==> src/rtl/mpu_sequencer_if.sv <==
`default_nettype none
// ============================================================================
// mpu_sequencer_if : handshake bundle between the MPU sequencer and the
//                    CSR/host, instruction memory and execution stage.
// Rev 1.0
// ============================================================================
interface mpu_sequencer_if;
  logic        en;
  logic        ip_clear;
  logic [15:0] ip;
  logic        fetch_req;
  logic        fetch_ack;
  logic        exec_commit;
  logic [15:0] ip_incr;
  logic        ip_load;
  logic [15:0] ip_data;
  logic        hm_start;
  logic        hm_req;
  logic        hm_ack;
  logic        user_irq;
  logic        irq;
  logic        irq_clear;
  logic        running;
  logic        error;
  logic [31:0] instr_count;

  modport master (
    input  en, ip_clear, fetch_ack, ip_incr, ip_load, ip_data,
           hm_start, hm_ack, user_irq, irq_clear,
    output ip, fetch_req, exec_commit, hm_req, irq, running, error, instr_count
  );

  modport slave (
    output en, ip_clear, fetch_ack, ip_incr, ip_load, ip_data,
           hm_start, hm_ack, user_irq, irq_clear,
    input  ip, fetch_req, exec_commit, hm_req, irq, running, error, instr_count
  );
endinterface
`default_nettype wire

==> src/rtl/mpu_sequencer.sv <==
`default_nettype none
// ============================================================================
// mpu_sequencer : control FSM owning the instruction pointer, fetch requests,
//                 execute window, host-memory and interrupt stalls.
// Rev 1.0
// ============================================================================
module mpu_sequencer #(
  parameter logic [15:0] IP_RESET = 16'h0000
) (
  input  logic            sys_clk,
  input  logic            sys_rst,
  mpu_sequencer_if.master bus
);

  typedef enum logic [2:0] {
    S_IDLE     = 3'd0,
    S_FETCH    = 3'd1,
    S_EXEC     = 3'd2,
    S_HM_WAIT  = 3'd3,
    S_IRQ_WAIT = 3'd4,
    S_HALT     = 3'd5
  } state_t;

  state_t      r_state;
  logic [15:0] r_ip;
  logic        r_irq;
  logic        r_running;
  logic        r_error;
  logic [31:0] r_instr_count;

  logic        w_in_exec;
  logic        w_zero_size;
  logic        w_hm_issue;
  logic        w_exec_plain;
  logic        w_hm_done;
  logic [15:0] w_ip_next;

  // A taken jump with zero size is legal; only a non-advancing fall-through is fatal.
  assign w_in_exec    = (r_state == S_EXEC);
  assign w_zero_size  = (bus.ip_incr == 16'd0) && !bus.ip_load;
  assign w_hm_issue   = w_in_exec && !w_zero_size && bus.hm_start;
  assign w_exec_plain = w_in_exec && !w_zero_size && !bus.hm_start && !bus.user_irq;
  assign w_hm_done    = (r_state == S_HM_WAIT) && bus.hm_ack;
  assign w_ip_next    = bus.ip_load ? bus.ip_data : (r_ip + bus.ip_incr);

  assign bus.fetch_req   = (r_state == S_FETCH);
  assign bus.hm_req      = w_hm_issue;
  assign bus.exec_commit = w_exec_plain || w_hm_done;
  assign bus.ip          = r_ip;
  assign bus.irq         = r_irq;
  assign bus.running     = r_running;
  assign bus.error       = r_error;
  assign bus.instr_count = r_instr_count;

  always_ff @(posedge sys_clk) begin
    if (sys_rst) begin
      r_state       <= S_IDLE;
      r_ip          <= IP_RESET;
      r_irq         <= 1'b0;
      r_running     <= 1'b0;
      r_error       <= 1'b0;
      r_instr_count <= 32'd0;
    end else begin
      case (r_state)
        S_IDLE: begin
          if (bus.ip_clear) begin
            r_ip <= IP_RESET;
          end
          if (bus.en) begin
            r_state   <= S_FETCH;
            r_running <= 1'b1;
          end
        end

        S_FETCH: begin
          if (bus.fetch_ack) begin
            r_state <= S_EXEC;
          end
        end

        S_EXEC: begin
          if (w_zero_size) begin
            r_error   <= 1'b1;
            r_state   <= S_HALT;
            r_running <= 1'b0;
          end else if (bus.hm_start) begin
            r_state <= S_HM_WAIT;
          end else if (bus.user_irq) begin
            r_irq         <= 1'b1;
            r_ip          <= w_ip_next;
            r_instr_count <= r_instr_count + 32'd1;
            r_state       <= S_IRQ_WAIT;
          end else begin
            r_ip          <= w_ip_next;
            r_instr_count <= r_instr_count + 32'd1;
            r_state       <= bus.en ? S_FETCH : S_IDLE;
            r_running     <= bus.en;
          end
        end

        // Decoder outputs are held stable by the host, so w_ip_next is still valid here.
        S_HM_WAIT: begin
          if (bus.hm_ack) begin
            r_ip          <= w_ip_next;
            r_instr_count <= r_instr_count + 32'd1;
            r_state       <= bus.en ? S_FETCH : S_IDLE;
            r_running     <= bus.en;
          end
        end

        S_IRQ_WAIT: begin
          if (bus.irq_clear) begin
            r_irq     <= 1'b0;
            r_state   <= bus.en ? S_FETCH : S_IDLE;
            r_running <= bus.en;
          end
        end

        S_HALT: begin
          if (bus.ip_clear) begin
            r_ip    <= IP_RESET;
            r_error <= 1'b0;
            r_state <= S_IDLE;
          end
        end

        default: begin
          r_state   <= S_IDLE;
          r_running <= 1'b0;
        end
      endcase
    end
  end

endmodule
`default_nettype wire

==> src/flat_wrapper.sv <==
// flat-port wrapper written by rule: the top's interface ports become plain ports
module mpu_sequencer_flat 
#(
  parameter logic [15:0] IP_RESET = 16'h0000
)
  (sys_clk, sys_rst, bus_en, bus_ip_clear, bus_fetch_ack, bus_ip_incr, bus_ip_load, bus_ip_data, bus_hm_start, bus_hm_ack, bus_user_irq, bus_irq_clear, bus_ip, bus_fetch_req, bus_exec_commit, bus_hm_req, bus_irq, bus_running, bus_error, bus_instr_count);
  mpu_sequencer_if bus_i ();
  input  logic sys_clk;
  input  logic sys_rst;
  input wire logic [$bits(bus_i.en)-1:0] bus_en;
  input wire logic [$bits(bus_i.ip_clear)-1:0] bus_ip_clear;
  input wire logic [$bits(bus_i.fetch_ack)-1:0] bus_fetch_ack;
  input wire logic [$bits(bus_i.ip_incr)-1:0] bus_ip_incr;
  input wire logic [$bits(bus_i.ip_load)-1:0] bus_ip_load;
  input wire logic [$bits(bus_i.ip_data)-1:0] bus_ip_data;
  input wire logic [$bits(bus_i.hm_start)-1:0] bus_hm_start;
  input wire logic [$bits(bus_i.hm_ack)-1:0] bus_hm_ack;
  input wire logic [$bits(bus_i.user_irq)-1:0] bus_user_irq;
  input wire logic [$bits(bus_i.irq_clear)-1:0] bus_irq_clear;
  output wire logic [$bits(bus_i.ip)-1:0] bus_ip;
  output wire logic [$bits(bus_i.fetch_req)-1:0] bus_fetch_req;
  output wire logic [$bits(bus_i.exec_commit)-1:0] bus_exec_commit;
  output wire logic [$bits(bus_i.hm_req)-1:0] bus_hm_req;
  output wire logic [$bits(bus_i.irq)-1:0] bus_irq;
  output wire logic [$bits(bus_i.running)-1:0] bus_running;
  output wire logic [$bits(bus_i.error)-1:0] bus_error;
  output wire logic [$bits(bus_i.instr_count)-1:0] bus_instr_count;
  assign bus_i.en = bus_en;
  assign bus_i.ip_clear = bus_ip_clear;
  assign bus_i.fetch_ack = bus_fetch_ack;
  assign bus_i.ip_incr = bus_ip_incr;
  assign bus_i.ip_load = bus_ip_load;
  assign bus_i.ip_data = bus_ip_data;
  assign bus_i.hm_start = bus_hm_start;
  assign bus_i.hm_ack = bus_hm_ack;
  assign bus_i.user_irq = bus_user_irq;
  assign bus_i.irq_clear = bus_irq_clear;
  assign bus_ip = bus_i.ip;
  assign bus_fetch_req = bus_i.fetch_req;
  assign bus_exec_commit = bus_i.exec_commit;
  assign bus_hm_req = bus_i.hm_req;
  assign bus_irq = bus_i.irq;
  assign bus_running = bus_i.running;
  assign bus_error = bus_i.error;
  assign bus_instr_count = bus_i.instr_count;
  mpu_sequencer #(.IP_RESET(IP_RESET)) u_core (.sys_clk(sys_clk), .sys_rst(sys_rst), .bus(bus_i));
endmodule
==> config.mk <==
export PLATFORM = sky130hd
export DESIGN_NAME = mpu_sequencer_flat
export DESIGN_NICKNAME = d
export VERILOG_FILES = /design/src/rtl/mpu_sequencer_if.sv /design/src/rtl/mpu_sequencer.sv /design/src/flat_wrapper.sv
export SDC_FILE = /design/constraint.sdc
export NUM_CORES = 1
export LEC_CHECK = 0
export ABC_AREA = 1
export ABC_CLOCK_PERIOD_IN_PS = 3750
export CAP_MARGIN = 20
export CORE_MARGIN = 4
export CORE_UTILIZATION = 35
export CTS_CLUSTER_DIAMETER = 150
export DETAILED_ROUTE_END_ITERATION = 16
export GPL_ROUTABILITY_DRIVEN = 0
export HOLD_SLACK_MARGIN = 0.03
export PLACE_DENSITY = 0.6
export SYNTH_ARGS = -nofsm -noshare
export SYNTH_HDL_FRONTEND = slang
export SYNTH_SLANG_ARGS = --single-unit
==> constraint.sdc <==
create_clock -name sys_clk -period 3.75 [get_ports sys_clk]
set_input_delay 0.375 -clock sys_clk [delete_from_list [all_inputs] [get_ports sys_clk]]
set_output_delay 0.375 -clock sys_clk [all_outputs]
set_load 0.03 [all_outputs]
==> results of run 1 <==
-- power by group through the flow --
stage	combinational, mW	sequential (mW)	clock [mW]
floorplan	0.576	0.748	0
global placement	0.867	0.685	0
detailed placement	0.876	0.687	0
CTS	0.880	0.673	0.514
global route	0.980	0.679	0.532
finish	0.875	0.672	0.490
-- registers in the layout, indices dropped and copies added (netlist names) --
register                flops
u_core.bus.running          1
u_core.bus.ip              16
u_core.bus.irq              1
u_core.bus.instr_count     32
u_core.r_state              3
u_core.bus.error            1
-- metrics by stage --
stage | worst slack [ps] | utilization [%]
after CTS | 882 | 45.5
after detailed placement | 887 | 44.3
after floorplan | 1920 | -
after global placement | 906 | 44.3
after global routing | 795 | 45.5
final | 932 | 45.5
-- worst max-delay path, delay by kind of cell --
family | cells | cell delay, ps
buffers and inverters | 3 | 1230
AND/OR/NAND/NOR | 4 | 760
AO/OA/AOI/OAI | 1 | 70
-- logic make-up (layout without fill, tap and decap cells) --
group,Yosys count,in the layout
flops,54,54
buf+inv,95,184
simple gates,435,435
compound gates,77,77
fa+ha+maj,17,17
xor+xnor,23,23
-- layer usage --
layer	track usage, %	share of wire (%)	vias up
met3	3.09	4.0	25
met4	6.44	2.5	0
met1	21.5	44	2092
li1	-	-	2388
met2	33.3	50	112
met5	0	0	-
-- area by class of cell --
cell class,count,area share [%]
clock buffer,7,2.61
clock inverter,1,0.0916
inverter,79,5.47
multi-input combinational,552,51.1
sequential,54,19.8
tap,147,3.36
timing repair buffer,97,17.6
-- layout by cell type, fill, tap and decap left out, types with 15 or more instances in the layout --
master           instances
dfxtp_1                 54
nand3_1                 35
nand2_2                 23
ha_1                    16
clkdlybuf4s50_1         94
xor2_1                  15
a21oi_1                 42
inv_1                   75
nor3_1                  18
nor2_1                  87
nand2_1                244
a21oi_2                 19
-- how the worst min path moves through the flow --
| stage | from | endpoint | slack (ps) | cells after the start |
|---|---|---|---|---|
| floorplan | u_core.r_state[0] | u_core.r_state[0] | 560 | 2 |
| global placement | u_core.bus.irq | u_core.bus.irq | 460 | 2 |
| detailed placement | u_core.bus.irq | u_core.bus.irq | 460 | 2 |
| CTS | u_core.bus.irq | u_core.bus.irq | 470 | 2 |
| global route | u_core.bus.irq | u_core.bus.irq | 510 | 2 |
| finish | u_core.bus.irq | u_core.bus.irq | 460 | 2 |
==> metrics.cfg, run 1 <==
[yosys]
yosys_warnings=0
synth_top_family_by_area=simple AND/OR/NAND/NOR gates
netlist_area_um2=4310
synth_mux_area_share_pct=0
synth_top_area_share_pct=25.1
synth_compound_area_share_pct=11.1
synth-simple-area-share_pct=43.9
synth_edf_count=0
synth_most_common_cell=nand2_1
synthArstFlopShare_pct=0
synth_fp_nets=760
ys_ff_latch=54
synth_top_flop_cell=dfxtp_1
synth.distinct_cells=36
yosysTopAreaCell=dfxtp_1
synth_commonest_cells=244 x nand2_1, 87 x nor2_1, 75 x inv_1
synth_area_per_cell_um2=6.15
ys_seq_area_share_pct=25.1
synthAdderAreaFrac_pct=5.11
synth-xor-area-share_pct=4.67
syn_inst=701
synth_area_leaders=dfxtp_1 25%, nand2_1 21%, nor2_1 7.6%, inv_1 6.5%, a21oi_1 4.9%

[setup_path]
cp.arrival_ps=2440
required_ps=3380
start_kind=input pin
worst_path_largest_cell_delay_ps=590
worstReg2RegStart=u_core.r_state[2]
critPathSlowestCell=clkdlybuf4s50_1
crit_type=in2out
crit_path_max_fanout=8
timing.reg2reg.setup_slack_ps=1670
ff2ff_path_depth=10
worstReg2RegEnd=u_core.bus.instr_count[21]
endpoint_kind=output port
crit_start=bus_ip_load
path_cells=clkdlybuf4s50_1, nor3_1, nand3_1, nand2_1, inv_1, nand2_1, o21ai_0, clkdlybuf4s50_1
endpoint=bus_exec_commit

[global_route]
antenna_found_initial=0
grt_max_degree=37
gr-total-overflow=0
track_usage_pct=18.3
grt_pass1_vias=4614
grt_pass1_wl_mm=21.6

[die]
initial_core_util_pct=35.9
ios=96
dieArea_um2=14200
die_w_um=119
fp-row-count=40
die-height_um=119
core_um2=12000

[power]
power.total_mw=2.04
pwr-share-clk_pct=24.1
power.density_nw_per_um2=373
power.leakage_nw=2.22
ir_worst_vdd_v=0.000199
p_comb_share_pct=42.9
power.internal_mw=1.20
p_sw_share_pct=41.1
seq_power_share_pct=33.0
p_switching_uw=838

[clock_tree]
cts_tree=built
holdBufCountCts=0
clk_path_buf_depth=2
cts_buffers=5
cts_setup_buffers=0
clock-sinks=54
h-tree-depth=2
clk_pin_slew_ps=70
root_buffer=clkbuf_16
clock_latency_ps=300
ctsResizeCount=0

[run]
cap_violations=0

[detailed_routing]
dr.pass1.iters=4
vias=4617
wire_per_inst_um=13.8
route.detailed.drc=0
post_drt_via_cell_ratio=4.93
drt-initial-drc-count=250
antenna_left=0
routed_wl_mm=12.9

[finish]
regArea_um2=1080
antenna_cells=0
instances_no_fill=937
multi_input_area_um2=2790
fill_cells=1315
area_growth_pct=26.8
nNetsFinal=848
finalInstanceArea_um2=5470
layout-drive-gt1-share_pct=8.61

[sta]
finalSetupViolCount=0
setup_tns_ps=0
holdWs_ps=461
fin_skew_ps=7.59
rsz0062_at_grt=no
worst_slew_pin_slew_ps=765
maxSlewHeadroom_pct=48.7
period_needed_ps=2820
fin_crit_sh_pct=75.2
hold_viol=0
timing.fmax_mhz=355
drv_slew=0

[hold_path]
hold_class=reg2reg

[place]
place_inst=929
dp_hpwl_mm=10.1
portBuffers=95
placed_area_um2=5320

[outcome]
run_status=finished, final reports clean

Power figures use the tool's default switching activity.
==> run 2, diff against run 1 <==
Settings changed: ABC_CLOCK_PERIOD_IN_PS 3750 to 2250, PLACE_DENSITY 0.6 to 0.62.
Clock period 3.75 ns to 2.25 ns, I/O delays scaled along.
==> run 2 against run 1 <==
Net effect:
- non-clock buffer count rose by 25
- core utilization rose by 1.6 points
- final cell count rose by 2.6%
- clock power rose by 56%
- combinational power rose by 71%
- routed wire length fell by 1.6%
- clock skew fell by 0.99 ps
- first-iteration DRC count rose by 7.2%
- sequential cell count did not move
- highest routed layer is now met5
==> metrics.cfg, run 2 (synthesis gave the netlist of run 1 again) <==
[setup_path]
start_kind=input pin
crit_type=in2out
critPathSlowestCell=clkdlybuf4s50_1
worstReg2RegStart=u_core.bus.ip[0]
cpMostUsedCell=nand2_1
required_ps=2030
cp.arrival_ps=1890
crit_path_max_fanout=3
crit_family=buffers and inverters
path_buf_inv=3
crit_start=bus_ip_incr[0]
endpoint_kind=output port
path_cells=clkdlybuf4s50_1, or2_1, nor2_2, nand3_1, nand2_1, inv_1, nand2_1, o21ai_0, dlygate4sd2_1
worst_path_largest_cell_delay_ps=420

[sta]
fin_crit_sh_pct=94.0
hold_viol=0
setup_tns_ps=0
drv_slew=0
timing.fmax_mhz=473
finalSetupViolCount=0
setup_ws_ps=135
maxSlewHeadroom_pct=67.1
period_needed_ps=2120
fin_skew_ps=6.61
worst_slew_pin_slew_ps=490
rsz0062_at_grt=no

[die]
core_um2=12000
ios=96
initial_core_util_pct=35.9
die-height_um=119
die_w_um=119
fp-row-count=40
dieArea_um2=14200

[global_route]
track_usage_pct=18.0
gr-total-overflow=0
grt_pass1_vias=4523
grt_pass1_wl_mm=21.2
antenna_found_initial=1
grt_max_degree=37

[clock_tree]
h-tree-depth=2
clk_pin_slew_ps=70
root_buffer=clkbuf_16
cts_buffers=5
holdBufCountCts=0
clock-sinks=54
cts_tree=built
cts_setup_buffers=0
clk_path_buf_depth=2
clock_latency_ps=300

[outcome]
run_status=finished, final reports clean

[power]
power.leakage_nw=2.35
power.total_mw=3.38
ir_worst_vdd_v=0.000315
seq_power_share_pct=33.0
pwr-share-clk_pct=22.6
p_sw_share_pct=40.5
p_switching_mw=1.37
power.internal_mw=2.01
power.density_nw_per_um2=598
p_comb_share_pct=44.4

[finish]
multi_input_area_um2=2800
layout-drive-gt1-share_pct=11.5
final_common_cell=nand2_1
antenna_cells=0
regArea_um2=1080
final_cell_mix=244 x nand2_1, 92 x clkdlybuf4s50_1, 85 x nor2_1
largest_register_ffs=32
instances_no_fill=961
area_growth_pct=31.2
nNetsFinal=873
fill_cells=1266

[detailed_routing]
antenna_left=0
vias=4712
drt-initial-drc-count=268
post_drt_via_cell_ratio=4.90
route.detailed.drc=0
dr.pass1.iters=4
routed_wl_mm=12.7
wire_per_inst_um=13.2

[run]
cap_violations=0

[place]
dp_hpwl_mm=10.1
portBuffers=95
place_ws_ps=-160
place_inst=954

[hold_path]
min_from=sys_rst
hold_class=in2reg

[run 2: cell count changes in the layout (fill, tap and decap cells not counted)]
cell | previous run | this run
clkinv_2 | 1 | 0
nor2_2 | 0 | 2
clkdlybuf4s50_1 | 94 | 92
clkbuf_8 | 1 | 0
buf_4 | 2 | 26
clkinvlp_4 | 0 | 1
dlygate4sd2_1 | 0 | 2
nor2_1 | 87 | 85
buf_12 | 0 | 1
[run 2: worst register-to-register path, cell delays in order, from the launching register on]
cell      delay, ps
dfxtp_1         330
ha_1            240
fa_1            420
nand2_1         110
nand2_1          70
nand3b_1        100
nand2_1         100
nand2_1         110
nand2_1          60
nand2_1          50
nand3_1          60
nand2_1          70
a21oi_1          50
[run 2: metrics by stage]
stage | utilization, % | cell area (µm²) | hold slack [ps]
2_1_floorplan | - | 4310 | 433
3_3_place_gp | 45.9 | 5520 | 457
3_5_place_dp | 45.9 | 5520 | 468
4_1_cts | 47.1 | 5650 | 335
5_1_grt | 47.1 | 5660 | 324
6_report | 47.1 | 5660 | 320
[run 2: final timing paths]
kind                  endpoint  slack, ps  cells past startpoint
max            bus_exec_commit        130                      9
min           u_core.bus.ip[8]        320                      2
max reg2reg  u_core.bus.ip[10]        360                     12
min reg2reg     u_core.bus.irq        470                      2
[run 2: area by class of cell]
type                            instances  share of cell area (%)
Clock buffer                            6                    2.28
Inverter                               79                    5.29
Sequential cell                        54                    19.1
Clock inverter                          1                   0.133
Multi-Input combinational cell        552                    49.5
Tap cell                              147                    3.25
Timing Repair Buffer                  122                    20.5
[run 2: timing repair]
| item | 4_1_cts | 5_1_grt |
|---|---|---|
| endpoints found under the hold margin | 0 | 0 |
| gates resized for setup | 2 | 2 |
| endpoints found under the setup margin | 2 | 2 |
[run 2: routing by layer]
layer	wire length [µm]	vias to the layer above	part of all wire, %	track usage (%)
met4	366	2	2.9	6.23
met3	574	27	4.5	3.75
met1	5620	2132	44	21.5
met2	6150	114	48	31.8
met5	13	-	0.10	0
li1	-	2437	-	-
[run 2: power groups by stage]
stage	Combinational [mW]	Sequential, mW	Clock (mW)
after floorplan	0.960	1.25	0
after global placement	1.49	1.14	0
after detailed placement	1.51	1.14	0
after CTS	1.51	1.12	0.796
after global routing	1.66	1.13	0.843
final	1.50	1.12	0.763
==> run 3, diff against run 2 <==
Settings changed: ABC_AREA 1 to unset, CORE_ASPECT_RATIO set to 1.1, PLACE_DENSITY 0.62 to 0.65, SLEW_MARGIN set to 20.
==> run 3 against run 2 <==
Net effect:
- register-to-register slack lost 340 ps
- area after synthesis shrank 24%
- maximum frequency shrank 5.2%
- clock skew grew 5.9 ps
- combinational power shrank 63%
- non-clock buffer count grew 45
- die area shrank 22%
- critical path type is now reg2reg
==> metrics.cfg, run 3 <==
[global_route]
gr-total-overflow=0
antenna_found_initial=0
grt_pass1_wl_mm=16.8
grt_max_degree=25
track_usage_pct=18.6
grt_pass1_vias=3569

[clock_tree]
h-tree-depth=2
cts_tree=built
clock-sinks=54
root_buffer=clkbuf_8
cts_buffers=5
clk_pin_slew_ps=110
clock_latency_ps=320
clk_path_buf_depth=2
holdBufCountCts=0

[place]
place_inst=665
portBuffers=95
place_ws_ps=-352
placed_area_um2=4880
dp_hpwl_mm=7.86

[sta]
finalSetupViolCount=0
fin_skew_ps=12.5
period_needed_ps=2230
maxSlewHeadroom_pct=54.0
worst_slew_pin_slew_ps=688
setup_ws_ps=17.5
timing.fmax_mhz=448
fin_crit_sh_pct=99.2
drv_slew=0
rsz0062_at_grt=yes
hold_viol=0

[setup_path]
endpoint_kind=register
required_ps=2510
crit_type=reg2reg
start_kind=register
cp.arrival_ps=2490
crit_path_max_fanout=8

[detailed_routing]
routed_wl_mm=10.4
wire_per_inst_um=15.4
route.detailed.drc=0
antenna_left=0
dr.pass1.iters=4
vias=3568
post_drt_via_cell_ratio=5.27
drt-initial-drc-count=95

[power]
power.density_nw_per_um2=412
p_comb_share_pct=26.1
power.leakage_nw=2.04
power.internal_mw=1.48
p_switching_uw=655
pwr-share-clk_pct=27.5
ir_worst_vdd_v=0.000248
p_sw_share_pct=30.6
seq_power_share_pct=46.4

[yosys]
ys_ff_latch=54
synth_edf_count=0
synthArstFlopShare_pct=0
ys_seq_area_share_pct=33.0
synth_most_common_cell=dfxtp_1
netlist_area_um2=3280
synth_area_per_cell_um2=8.12
synth_area_leaders=dfxtp_1 33%, ha_1 6.1%, xnor2_1 5.9%, nor2_1 4.9%, a21oi_1 4.3%
synth_commonest_cells=54 x dfxtp_1, 43 x nor2_1, 32 x nand2_1
synth_fp_nets=463
synth_top_area_share_pct=33.0
synth.distinct_cells=55
yosysTopAreaCell=dfxtp_1
yosys_warnings=0
syn_inst=404
synth_top_flop_cell=dfxtp_1

[die]
die_w_um=100
initial_core_util_pct=36.4
dieArea_um2=11000
ios=96
fp-row-count=36
core_um2=9010
die-height_um=110

[finish]
instances_no_fill=677
finalInstanceArea_um2=5190
area_growth_pct=58.3
largest_register_ffs=32
nNetsFinal=621
final_cell_mix=85 x clkdlybuf4s50_1, 72 x buf_4, 44 x dfxtp_1
layout-drive-gt1-share_pct=22.7
final_common_cell=clkdlybuf4s50_1
antenna_cells=0

[hold_path]
hold_class=in2reg

[outcome]
run_status=finished, final reports clean

[run]
cap_violations=0

[run 3: cell types whose count changed after synthesis, sizes merged, moves of 7 or more]
cell,before,now
nor3,19,10
nor2,90,43
or3,0,8
o31ai,0,7
inv,78,14
o21ai,12,26
xnor2,8,22
clkbuf,7,14
buf,9,2
nand2,268,32
a21oi,62,28
nand3,38,18
[run 3: worst paths after layout]
| kind | from | to | slack [ps] | cells past startpoint |
|---|---|---|---|---|
| hold / removal | bus_ip_incr[0] | u_core.bus.ip[0] | 460 | 4 |
| hold reg to reg | u_core.bus.error | u_core.bus.error | 470 | 2 |
| setup / recovery | u_core.bus.instr_count[11] | u_core.bus.instr_count[24] | 20 | 7 |
| setup reg to reg | u_core.bus.instr_count[11] | u_core.bus.instr_count[24] | 20 | 7 |
[run 3: metrics by stage]
step,hold WS (ps),setup TNS [ps],util (%),total power [mW]
3_5_place_dp,451,-9520,54.2,1.54
2_1_floorplan,384,-192,-,1.29
6_report,458,0,57.6,2.14
5_1_grt,485,-222,57.6,2.26
4_1_cts,469,-30.2,55.5,2.14
3_3_place_gp,447,-9710,54.2,1.54
[run 3: cells by family (layout without fill, tap and decap cells)]
group           after synthesis  count (layout)  synth area share [%]
buf+inv                      30             189                  3.55
simple gates                158             158                  24.7
mux                           6               6                  1.87
fa+ha+maj                    17              17                  6.71
xor+xnor                     35              35                  9.35
compound gates              104             104                  20.9
flops                        54              54                  33.0
[run 3: area by class of cell]
class	count	area, µm²
Timing Repair Buffer	167	1520
Clock inverter	3	23.8
Fill cell	846	3820
Clock buffer	5	68.8
Sequential cell	54	1110
Tap cell	114	143
Inverter	14	52.6
Multi-Input combinational cell	320	2270
[run 3: layer usage]
metal,track usage (%),share of wire [%]
met1,24.3,46
met2,32.1,48
met3,3.87,5.7
met4,3.27,0.69
met5,0,0
[run 3: critical path, cell delays in order, from the launching register on]
cell,delay (ps)
dfxtp_4,360
and4_4,220
and3_4,190
and4_4,260
nand4_4,100
or4_4,580
or3_4,350
a21oi_2,130
[run 3: power groups by stage]
| stage | sequential [mW] | clock [mW] | combinational, mW |
|---|---|---|---|
| final | 0.992 | 0.588 | 0.558 |
| after global routing | 0.996 | 0.650 | 0.610 |
| after CTS | 0.992 | 0.605 | 0.540 |
| after detailed placement | 1.01 | 0 | 0.531 |
| after global placement | 1.01 | 0 | 0.529 |
| after floorplan | 1.04 | 0 | 0.250 |
[run 3: repair_timing]
action	4_1_cts	5_1_grt
endpoints found under the setup margin	6	23
pin swaps	1	19
resized for setup	4	38
setup buffers	0	4
